--- src/rtl/hdb3_polarity.sv ---
// HDB3 line-polarity stage: maps 00/01/10/11 (0/mark/V/B) symbols to registered P/N rails,
// flags HDB3 sequence violations, and with HDB3_DISPARITY_EN tracks a saturating running disparity.
module hdb3_polarity #(
  parameter int DISP_W = 8
) (
  input  logic              i_clk,
  input  logic              i_rst,
  input  logic              i_valid,
  input  logic [1:0]        i_plug_b_code,
  output logic              o_valid,
  output logic              o_hdb3_p,
  output logic              o_hdb3_n,
  output logic              o_err_seq,
  output logic [DISP_W-1:0] o_disp,
  output logic              o_disp_ovf
);

  typedef enum logic [1:0] {
    S_RUN = 2'd0,
    S_B1  = 2'd1,
    S_B2  = 2'd2,
    S_B3  = 2'd3
  } state_t;

  state_t     r_state;
  state_t     w_state_nxt;
  logic [1:0] r_zcnt;
  logic [1:0] w_zcnt_nxt;
  logic [1:0] w_base;
  logic       w_run;
  logic       w_err;
  logic       r_last_pol;
  logic       w_pol_nxt;
  logic       w_p;
  logic       w_n;
  logic       r_valid_p0;
  logic       r_p_p0;
  logic       r_n_p0;
  logic       r_err_p0;

  // r_last_pol: 0 = last pulse positive, 1 = last pulse negative
  always_comb begin
    w_p       = 1'b0;
    w_n       = 1'b0;
    w_pol_nxt = r_last_pol;
    unique case (i_plug_b_code)
      2'b01, 2'b11: begin
        w_p       = r_last_pol;
        w_n       = ~r_last_pol;
        w_pol_nxt = ~r_last_pol;
      end
      2'b10: begin
        w_p = ~r_last_pol;
        w_n = r_last_pol;
      end
      default: ;
    endcase
  end

  // A symbol breaking a B00V pattern is re-run through the S_RUN rules with a cleared zero count.
  always_comb begin
    w_state_nxt = r_state;
    w_zcnt_nxt  = r_zcnt;
    w_err       = 1'b0;
    w_run       = 1'b0;
    w_base      = 2'd0;
    unique case (r_state)
      S_RUN: w_run = 1'b1;
      S_B1: begin
        if (i_plug_b_code == 2'b00) w_state_nxt = S_B2;
        else begin
          w_err = 1'b1;
          w_run = 1'b1;
        end
      end
      S_B2: begin
        if (i_plug_b_code == 2'b00) w_state_nxt = S_B3;
        else begin
          w_err = 1'b1;
          w_run = 1'b1;
        end
      end
      S_B3: begin
        if (i_plug_b_code == 2'b10) begin
          w_state_nxt = S_RUN;
          w_zcnt_nxt  = 2'd0;
        end else begin
          w_err = 1'b1;
          w_run = 1'b1;
        end
      end
      default: w_run = 1'b1;
    endcase

    if (w_run) begin
      w_base      = (r_state == S_RUN) ? r_zcnt : 2'd0;
      w_state_nxt = S_RUN;
      unique case (i_plug_b_code)
        2'b00: begin
          if (w_base == 2'd3) w_err = 1'b1;
          w_zcnt_nxt = (w_base == 2'd3) ? 2'd3 : w_base + 2'd1;
        end
        2'b01: w_zcnt_nxt = 2'd0;
        2'b10: begin
          if (w_base != 2'd3) w_err = 1'b1;
          w_zcnt_nxt = 2'd0;
        end
        default: begin
          w_zcnt_nxt  = 2'd0;
          w_state_nxt = S_B1;
        end
      endcase
    end
  end

  // ---- stage p0: registered outputs and stream state ----
  always_ff @(posedge i_clk) begin
    if (i_rst) begin
      r_valid_p0 <= 1'b0;
      r_p_p0     <= 1'b0;
      r_n_p0     <= 1'b0;
      r_err_p0   <= 1'b0;
      r_last_pol <= 1'b1;
      r_state    <= S_RUN;
      r_zcnt     <= 2'd0;
    end else begin
      r_valid_p0 <= i_valid;
      if (i_valid) begin
        r_p_p0     <= w_p;
        r_n_p0     <= w_n;
        r_err_p0   <= w_err;
        r_last_pol <= w_pol_nxt;
        r_state    <= w_state_nxt;
        r_zcnt     <= w_zcnt_nxt;
      end else begin
        r_p_p0   <= 1'b0;
        r_n_p0   <= 1'b0;
        r_err_p0 <= 1'b0;
      end
    end
  end

  assign o_valid   = r_valid_p0;
  assign o_hdb3_p  = r_p_p0;
  assign o_hdb3_n  = r_n_p0;
  assign o_err_seq = r_err_p0;

`ifdef HDB3_DISPARITY_EN
  localparam logic signed [DISP_W-1:0] DMAX = {1'b0, {(DISP_W-1){1'b1}}};
  localparam logic signed [DISP_W-1:0] DMIN = {1'b1, {(DISP_W-1){1'b0}}};
  localparam logic signed [DISP_W-1:0] DONE = {{(DISP_W-1){1'b0}}, 1'b1};

  logic signed [DISP_W-1:0] r_disp_p0;
  logic                     r_ovf_p0;

  // ---- stage p0: disparity moves in the same cycle as the pulse it counts ----
  always_ff @(posedge i_clk) begin
    if (i_rst) begin
      r_disp_p0 <= '0;
      r_ovf_p0  <= 1'b0;
    end else if (i_valid && w_p) begin
      if (r_disp_p0 == DMAX) r_ovf_p0 <= 1'b1;
      else r_disp_p0 <= r_disp_p0 + DONE;
    end else if (i_valid && w_n) begin
      if (r_disp_p0 == DMIN) r_ovf_p0 <= 1'b1;
      else r_disp_p0 <= r_disp_p0 - DONE;
    end
  end

  assign o_disp     = r_disp_p0;
  assign o_disp_ovf = r_ovf_p0;
`else
  assign o_disp     = '0;
  assign o_disp_ovf = 1'b0;
`endif

endmodule
--- config.mk ---
export PLATFORM = sky130hd
export DESIGN_NAME = hdb3_polarity
export DESIGN_NICKNAME = d
export VERILOG_FILES = /design/src/rtl/hdb3_polarity.sv
export SDC_FILE = /design/constraint.sdc
export NUM_CORES = 1
export LEC_CHECK = 0
export BUFFER_PORTS_ARGS = -buffer_cell sky130_fd_sc_hd__buf_2
export CAP_MARGIN = 30
export CORE_AREA = 5 5 42 44
export CTS_CLUSTER_SIZE = 20
export DETAILED_ROUTE_END_ITERATION = 8
export DIE_AREA = 0 0 47 49
export GPL_ROUTABILITY_DRIVEN = 0
export PLACE_DENSITY = 0.83
export SLEW_MARGIN = 30
export SYNTH_ARGS = -nofsm -noshare
export SYNTH_HDL_FRONTEND = slang
export SYNTH_SLANG_ARGS = --single-unit
export TNS_END_PERCENT = 100
--- constraint.sdc ---
create_clock -name i_clk -period 4.2 [get_ports i_clk]
set_clock_uncertainty 0.1 [all_clocks]
set_input_delay 0 -clock i_clk [delete_from_list [all_inputs] [get_ports i_clk]]
set_output_delay 0 -clock i_clk [all_outputs]
set_load 0.03 [all_outputs]
==> results.sh, run 1 <==
export IMPL_synth_main_ff_cell="dfxtp_1"
export IMPL_path_class="reg2reg"
export IMPL_postLayoutSetupSlackWorst_ns=1.95
export IMPL_cts_htree_levels=1
export IMPL_clkLatencyLatePin_ns=0.27
export IMPL_rr_startpoint="r_state[1]$_SDFFE_PP0P_"
export IMPL_clkTransAtPathRegs_ns=0.06
export IMPL_placed_area_um2=654
export IMPL_antenna_found_initial=0
export IMPL_numCtsBuffers=3
export IMPL_p_leak_nw=0.304
export IMPL_fin_cells=100
export IMPL_dp_hpwl_um=872
export IMPL_switching_share_pct=33.2
export IMPL_cp_end_kind="flop"
export IMPL_ys_seq_elements=9
export IMPL_finalHoldViolCount=0
export IMPL_grt_pass1_vias=520
export IMPL_hp_class="in2reg"
export IMPL_avgSynthCellArea_um2=9.13
export IMPL_mostFrequentLayoutCells="9 x conb_1, 9 x dfxtp_1, 8 x buf_2"
export IMPL_grt_first_pass_wirelength_um=2190
export IMPL_rows=14
export IMPL_post_cts_resized=0
export IMPL_synth_cell_type_count=38
export IMPL_wl_per_cell_um=11.8
export IMPL_final_max_slew_viol_count=0
export IMPL_dpl_cell_count=92
export IMPL_setup_viol=0
export IMPL_crit_required_ns=4.31
export IMPL_drive_above_1_share_pct=26.2
export IMPL_arrival_ns=2.36
export IMPL_fillers=139
export IMPL_synth_edf_count=0
export IMPL_whs_endpoint="o_hdb3_n$_SDFF_PP0_"
export IMPL_async_flop_share_pct=0
export IMPL_areaGrowthSynthToFinish_pct=11.2
export IMPL_finalSetupTns_ns=0
export IMPL_initialDrtViolationCount=5
export IMPL_die_area_um2=2300
export IMPL_powerDensity_nw_per_um2=307
export IMPL_fmax_mhz=445
export IMPL_post_route_period_util_pct=53.5
export IMPL_min_from="i_plug_b_code[0]"
export IMPL_viasPerCell=5.15
export IMPL_start_kind="flop"
export IMPL_drv_cap=0
export IMPL_pwr_share_seq_pct=41.9
export IMPL_clock_root_buffer="clkbuf_4"
export IMPL_grt_usage_pct=13.0
export IMPL_fp_coreArea_um2=1400
export IMPL_crit_fanout=8
export IMPL_p_int_mw=0.148
export IMPL_start_util_pct=46.3
export IMPL_drc=0
export IMPL_min_path_cells=3
export IMPL_cts_tree="built"
export IMPL_dpl_worst_slack_ns=2.42
export IMPL_nets=94
export IMPL_p_comb_share_pct=26.9
export IMPL_grt_overflow_total=0
export IMPL_ant_nets=0
export IMPL_synth_cells=71
export IMPL_power_switching_mw=0.0734
export IMPL_fin_crit_ns=2.25
export IMPL_ys_seq_area_share_pct=27.8
export IMPL_timing_hold_ws_ns=0.0150
export IMPL_dr_pass1_iters=4
export IMPL_num_antenna_cells=0
export IMPL_totalWireLength_um=1180
export IMPL_io_pins=18
export IMPL_yosysWarnings=0
export IMPL_vias=515
export IMPL_ir_drop_mv=0.143
export IMPL_grt_max_degree=14
export IMPL_die_h_um=49
export IMPL_clk_path_buf_depth=2
export IMPL_status="finished, final reports clean"
export IMPL_rsz0062_at_grt="false"
export IMPL_synth_area_leader_cell="dfxtp_1"
export IMPL_synth_top_area_share_pct=27.8
export IMPL_ys_top_cells_by_area="dfxtp_1 28%, buf_4 10%, ha_1 7.7%"
export IMPL_pwr_share_clk_pct=31.2
export IMPL_stdcell_area_um2=721
export IMPL_io_buffers=8
export IMPL_clkSinkCount=9
export IMPL_reg2reg_slack_ns=1.95
export IMPL_netlist_area_um2=648
export IMPL_die_w_um=47
export IMPL_rr_endpoint="r_zcnt[0]$_SDFFE_PP0P_"
export IMPL_reg2regPathDepth=7
cell type report:
| class | count | area [um2] | area share [%] |
|---|---|---|---|
| Sequential cell | 9 | 180 | 25.0 |
| Clock buffer | 4 | 26.3 | 3.65 |
| Tap cell | 16 | 20.0 | 2.78 |
| Timing Repair Buffer | 12 | 80.1 | 11.1 |
| Inverter | 3 | 11.3 | 1.56 |
| Multi-Input combinational cell | 56 | 403 | 55.9 |
power by group through the flow:
stage	registers [mW]	clock network [mW]	logic (mW)
2_1_floorplan	0.0975	0	0.0504
3_3_place_gp	0.0944	0	0.0555
3_5_place_dp	0.0947	0	0.0559
4_1_cts	0.0927	0.0723	0.0590
5_1_grt	0.0934	0.0784	0.0656
6_report	0.0928	0.0690	0.0594
metrics by stage:
step	utilization, %	power (mW)
final	51.4	0.221
after global routing	51.4	0.237
after CTS	51.4	0.224
after detailed placement	46.7	0.151
after global placement	46.7	0.150
after floorplan	-	0.148
worst max-delay path, cell delays in order (launching register included):
cell	delay (ns)
dfxtp_1	0.38
inv_1	0.10
ha_1	0.28
or2_1	0.32
o21a_2	0.23
nand2b_4	0.14
a21oi_2	0.12
dlygate4sd3_1	0.54
logic make-up after synthesis:
group                      Yosys count  share of synthesized area (%)
buffers and inverters               14                           14.7
DFF                                  9                           27.8
adders and majority gates            4                           7.72
other                                1                          0.579
AOI/OAI and AO/OA                   22                           25.5
and+or+nand+nor                     21                           23.7
cells in the mapped netlist (all sizes together) (2+ instances only):
cell and instances:
nand2b 4, nor2 3, nor4 2, dfxtp 9, o21a 2, o21ai 2
nand2 3, inv 3, buf 11, ha 4, a21oi 8, a211o 2
worst max path at each step:
stage	startpoint	to	slack [ns]	cells past startpoint
finish	r_state[1]$_SDFFE_PP0P_	r_zcnt[0]$_SDFFE_PP0P_	1.95	7
global route	r_state[1]$_SDFFE_PP0P_	r_zcnt[0]$_SDFFE_PP0P_	1.84	7
CTS	r_state[1]$_SDFFE_PP0P_	r_zcnt[0]$_SDFFE_PP0P_	1.96	7
detailed placement	r_state[1]$_SDFFE_PP0P_	r_state[0]$_SDFFE_PP0P_	2.42	5
global placement	r_state[1]$_SDFFE_PP0P_	r_state[0]$_SDFFE_PP0P_	2.44	5
floorplan	r_state[1]$_SDFFE_PP0P_	r_state[0]$_SDFFE_PP0P_	2.54	5
what timing repair did:
action	in CTS	in global routing
buffers inserted	0	0
hold buffers	4	0
hold endpoints to repair	7	0
layer usage:
| layer | track usage, % | part of all wire, % |
|---|---|---|
| met3 | 7.01 | 6.2 |
| met2 | 20.8 | 52 |
| met4 | 5.53 | 1.6 |
| met1 | 13.4 | 40 |
| met5 | 0 | 0 |
sequential cells by signal, indices dropped and copies added, names as in the netlist:
| register | count |
|---|---|
| o_hdb3_n | 1 |
| o_valid | 1 |
| r_state | 2 |
| o_err_seq | 1 |
| o_hdb3_p | 1 |
| r_zcnt | 2 |
| r_last_pol | 1 |
Power figures use the tool's default switching activity.
==> inputs of run 2 (changes only) <==
- CORE_AREA: 5 5 42 44 -> default
- CORE_MARGIN: default -> 5
- CORE_UTILIZATION: default -> 44
- DIE_AREA: 0 0 47 49 -> default
- PLACE_DENSITY: 0.83 -> 0.8
- clock period: 4.2 -> 1.85 ns (I/O delays scaled with it)
==> results.sh, run 2 (synthesized netlist as in run 1, its figures left out) <==
export IMPL_status="finished, final reports clean"
export IMPL_ant_nets=0
export IMPL_clock_root_buffer="clkbuf_4"
export IMPL_rr_endpoint="r_state[0]$_SDFFE_PP0P_"
export IMPL_cpPeakStageDelay_ns=0.35
export IMPL_worstPathCellList="inv_1 -> ha_2 -> or2_4 -> nor4_4 -> o21ai_0 -> nor3b_2"
export IMPL_vias=491
export IMPL_dpl_cell_count=92
export IMPL_initialDrtViolationCount=5
export IMPL_p_int_mw=0.342
export IMPL_min_from="i_plug_b_code[1]"
export IMPL_fin_crit_ns=1.72
export IMPL_switching_share_pct=31.9
export IMPL_viasPerCell=5.01
export IMPL_cts_htree_levels=1
export IMPL_pwr_share_seq_pct=41.8
export IMPL_clkTransAtPathRegs_ns=0.06
export IMPL_mostFrequentLayoutCells="9 x conb_1, 8 x buf_2, 8 x dfxtp_1"
export IMPL_start_kind="flop"
export IMPL_drc=0
export IMPL_power_switching_mw=0.161
export IMPL_grt_overflow_total=0
export IMPL_dpl_worst_slack_ns=0.0404
export IMPL_drive_above_1_share_pct=33.7
export IMPL_clk_path_buf_depth=2
export IMPL_hp_class="in2reg"
export IMPL_pwr_share_clk_pct=28.6
export IMPL_finalHoldViolCount=0
export IMPL_dp_hpwl_um=903
export IMPL_fin_cells=98
export IMPL_top_regs="r_state: 2 flops, r_zcnt: 2 flops"
export IMPL_grt_first_pass_wirelength_um=1970
export IMPL_rr_startpoint="r_state[0]$_SDFFE_PP0P_"
export IMPL_final_common_cell="conb_1"
export IMPL_crit_fanout=6
export IMPL_setup_viol=0
export IMPL_powerDensity_nw_per_um2=688
export IMPL_start_util_pct=48.0
export IMPL_clkSinkCount=9
export IMPL_cp_end_kind="flop"
export IMPL_path_class="reg2reg"
export IMPL_grt_usage_pct=10.1
export IMPL_numCtsBuffers=3
export IMPL_antenna_found_initial=0
export IMPL_final_max_slew_viol_count=0
export IMPL_reg2reg_slack_ns=0.13
export IMPL_io_pins=18
export IMPL_areaGrowthSynthToFinish_pct=12.9
export IMPL_fmax_mhz=582
export IMPL_whs_endpoint="o_hdb3_n$_SDFF_PP0_"
export IMPL_num_antenna_cells=0
export IMPL_drv_cap=0
export IMPL_clkLatencyLatePin_ns=0.25
export IMPL_finalSetupTns_ns=0
export IMPL_die_h_um=48.4
export IMPL_reg2regPathDepth=6
export IMPL_post_route_period_util_pct=92.9
export IMPL_p_leak_nw=0.301
export IMPL_slowest_stage="dfxtp_1"
export IMPL_grt_max_degree=14
export IMPL_dr_pass1_iters=2
export IMPL_die_area_um2=2340
export IMPL_totalWireLength_um=1160
export IMPL_grt_pass1_vias=455
export IMPL_postLayoutSetupSlackWorst_ns=0.131
export IMPL_die_w_um=48.4
export IMPL_p_comb_share_pct=29.6
export IMPL_ir_drop_mv=0.389
export IMPL_nets=93
export IMPL_crit_required_ns=1.88
export IMPL_io_buffers=8
export IMPL_cts_tree="built"
export IMPL_fp_coreArea_um2=1350
export IMPL_min_path_cells=3
export IMPL_rsz0062_at_grt="false"
export IMPL_arrival_ns=1.75
export IMPL_wl_per_cell_um=11.8
export IMPL_rows=13
==> run 2: layout make-up <==
class	count	area (um2)
clock buffer	4	26.3
fill	133	618
inverter	3	11.3
multi-input combinational	56	427
sequential	9	181
tap	15	18.8
timing repair buffer	11	67.6
==> run 2: metal layers <==
| layer | global-route usage, % | vias up | part of all wire (%) |
|---|---|---|---|
| li1 | - | 261 | - |
| met1 | 11.6 | 221 | 46 |
| met2 | 15.9 | 9 | 49 |
| met3 | 5.50 | 0 | 5.1 |
| met4 | 3.23 | 0 | 0 |
| met5 | 0 | - | 0 |
==> run 2: worst max path at each step <==
stage | start | endpoint | slack (ns) | cells after the start
2_1_floorplan | r_state[1]$_SDFFE_PP0P_ | r_state[0]$_SDFFE_PP0P_ | 0.19 | 5
3_3_place_gp | r_state[1]$_SDFFE_PP0P_ | r_state[0]$_SDFFE_PP0P_ | 0.1 | 6
3_5_place_dp | r_state[1]$_SDFFE_PP0P_ | r_state[0]$_SDFFE_PP0P_ | 0.04 | 5
4_1_cts | r_state[1]$_SDFFE_PP0P_ | r_state[0]$_SDFFE_PP0P_ | 0.03 | 5
5_1_grt | r_state[0]$_SDFFE_PP0P_ | r_state[0]$_SDFFE_PP0P_ | 0.01 | 6
6_report | r_state[0]$_SDFFE_PP0P_ | r_state[0]$_SDFFE_PP0P_ | 0.13 | 6
==> run 2: timing repair <==
action | in CTS | in global routing
setup buffers | 0 | 0
endpoints found under the hold margin | 5 | 0
setup endpoints to repair | 0 | 2
resized for setup | 0 | 6
hold buffers | 2 | 0
==> run 2: critical path, delay by kind of cell, from the launching register on <==
| kind | cells | cell delay [ns] |
|---|---|---|
| compound gates | 1 | 0.12 |
| fa+ha+maj | 1 | 0.22 |
| buf+inv | 1 | 0.08 |
| flops | 1 | 0.35 |
| simple gates | 3 | 0.72 |
==> run 2: through the flow <==
stage                     power [mW]  cell area (um2)  hold slack (ns)  utilization (%)
final                          0.503              732           0.0211             54.2
after global routing           0.541              732           0.0405             54.2
after CTS                      0.496              707           0.0115             52.4
after detailed placement       0.347              661            0.151             48.9
after global placement         0.344              661            0.147             48.9
after floorplan                0.336              678          -0.0376                -
==> run 2: power groups by stage <==
stage | Sequential (mW) | Clock (mW) | Combinational (mW)
after floorplan | 0.221 | 0 | 0.114
after global placement | 0.214 | 0 | 0.129
final | 0.210 | 0.144 | 0.149
after CTS | 0.211 | 0.150 | 0.135
after global routing | 0.212 | 0.169 | 0.160
after detailed placement | 0.215 | 0 | 0.132
==> inputs of run 3 (changes only) <==
- GPL_ROUTABILITY_DRIVEN: 0 -> 1
- RECOVER_POWER: default -> 25
==> results.sh, run 3 (synthesized netlist as in run 1, its figures left out) <==
export IMPL_status="finished, final reports clean"
export IMPL_fmax_mhz=582
export IMPL_grt_first_pass_wirelength_um=1970
export IMPL_drc=0
export IMPL_die_area_um2=2340
export IMPL_ant_nets=0
export IMPL_grt_overflow_total=0
export IMPL_clkSinkCount=9
export IMPL_grt_max_degree=14
export IMPL_num_antenna_cells=0
export IMPL_min_path_cells=3
export IMPL_rr_endpoint="r_state[0]$_SDFFE_PP0P_"
export IMPL_clkTransAtPathRegs_ns=0.06
export IMPL_numCtsBuffers=3
export IMPL_dp_hpwl_um=903
export IMPL_io_pins=18
export IMPL_ir_drop_mv=0.389
export IMPL_start_util_pct=48.0
export IMPL_top_layer_used="met3"
export IMPL_hp_class="in2reg"
export IMPL_die_w_um=48.4
export IMPL_fin_cells=98
export IMPL_viasPerCell=4.99
export IMPL_die_h_um=48.4
export IMPL_totalWireLength_um=1170
export IMPL_final_max_slew_viol_count=0
export IMPL_reg2reg_slack_ns=0.13
export IMPL_final_common_cell="conb_1"
export IMPL_rows=13
export IMPL_areaGrowthSynthToFinish_pct=12.4
export IMPL_mostFrequentLayoutCells="9 x conb_1, 8 x dfxtp_1, 7 x a21oi_1"
export IMPL_clk_path_buf_depth=2
export IMPL_wl_per_cell_um=11.9
export IMPL_drive_above_1_share_pct=30.1
export IMPL_finalHoldViolCount=0
export IMPL_whs_endpoint="o_hdb3_n$_SDFF_PP0_"
export IMPL_critPathBufInv=1
export IMPL_grt_usage_pct=10.1
export IMPL_path_class="reg2reg"
export IMPL_postLayoutSetupSlackWorst_ns=0.131
export IMPL_top_regs="r_state: 2 flops, r_zcnt: 2 flops"
export IMPL_routed_wl_met3_um=61
export IMPL_timing_hold_ws_ns=0.0211
export IMPL_finalSetupTns_ns=0
export IMPL_cpPeakStageDelay_ns=0.35
export IMPL_crit_fanout=6
export IMPL_place_gp_congestion=0.916
export IMPL_nets=93
export IMPL_critPathTopFamily="simple AND/OR/NAND/NOR gates"
export IMPL_slowest_stage="dfxtp_1"
export IMPL_worstPathCellList="inv_1 -> ha_2 -> or2_4 -> nor4_4 -> o21ai_0 -> nor3b_2"
export IMPL_cp_end_kind="flop"
export IMPL_cts_htree_levels=1
export IMPL_reg2regPathDepth=6
export IMPL_fp_coreArea_um2=1350
export IMPL_met2_length_um=570
export IMPL_met1_length_um=534
export IMPL_fin_util_pct=53.9
export IMPL_post_route_period_util_pct=92.9
export IMPL_powerDensity_nw_per_um2=690
export IMPL_arrival_ns=1.75
export IMPL_fin_crit_ns=1.72
export IMPL_grt_pass1_vias=455
export IMPL_vias=489
export IMPL_crit_required_ns=1.88
export IMPL_placed_area_um2=661
export IMPL_p_total_mw=0.503
export IMPL_rsz0062_at_grt="false"
export IMPL_setup_viol=0
export IMPL_clkLatencyLatePin_ns=0.25
export IMPL_stdcell_area_um2=728
export IMPL_clock_root_buffer="clkbuf_4"
export IMPL_initialDrtViolationCount=5
export IMPL_dr_pass1_iters=2
export IMPL_dpl_worst_slack_ns=0.0404
export IMPL_rr_startpoint="r_state[0]$_SDFFE_PP0P_"
export IMPL_antenna_found_initial=0
export IMPL_post_cts_buffers=0
export IMPL_io_buffers=8
export IMPL_dpl_cell_count=92
export IMPL_p_leak_nw=0.289
export IMPL_cts_tree="built"
export IMPL_min_from="i_plug_b_code[1]"
export IMPL_start_kind="flop"
export IMPL_drv_cap=0
[run 3: changes by cell type in the layout (fill, tap and decap cells not counted), sizes merged]
cell,change
clkbuf,+3
buf,-3
[run 3: metal layers]
metal	vias up	GRT usage [%]
met2	9	15.9
met3	0	5.50
met5	-	0
met1	219	11.6
met4	0	3.23
li1	261	-
[run 3: final cells by class]
cell class              count  area [um2]
inverters                   3        11.3
well taps                  15        18.8
repair buffers             11        63.8
fillers                   134         622
multi-input cells          56         427
clock buffers               4        26.3
flip-flops and latches      9         181
[run 3: how the worst max path moves through the flow]
stage | start | to | slack [ns] | cells past startpoint
4_1_cts | r_state[1]$_SDFFE_PP0P_ | r_state[0]$_SDFFE_PP0P_ | 0.03 | 5
3_5_place_dp | r_state[1]$_SDFFE_PP0P_ | r_state[0]$_SDFFE_PP0P_ | 0.04 | 5
5_1_grt | r_state[0]$_SDFFE_PP0P_ | r_state[0]$_SDFFE_PP0P_ | 0.01 | 6
6_report | r_state[0]$_SDFFE_PP0P_ | r_state[0]$_SDFFE_PP0P_ | 0.13 | 6
2_1_floorplan | r_state[1]$_SDFFE_PP0P_ | r_state[0]$_SDFFE_PP0P_ | 0.19 | 5
3_3_place_gp | r_state[1]$_SDFFE_PP0P_ | r_state[0]$_SDFFE_PP0P_ | 0.1 | 6
[run 3: repair_timing]
action / 4_1_cts / 5_1_grt
gates resized for setup: 0 / 6
hold buffers: 2 / 0
endpoints found under the hold margin: 5 / 0
endpoints found under the setup margin: 0 / 2
[run 3: power breakdown]
group | leakage [nW] | internal [mW] | switching (mW) | total [mW]
Sequential | 0.0741 | 0.203 | 0.00711 | 0.211
Combinational | 0.200 | 0.0556 | 0.0926 | 0.148
Clock | 0.0150 | 0.0826 | 0.0613 | 0.144
[run 3: worst register-to-register path, stage by stage (launching register included)]
cell and delay, ns:
dfxtp_1 0.35, inv_1 0.08, ha_2 0.22, or2_4 0.28, nor4_4 0.28, o21ai_0 0.13, nor3b_2 0.16
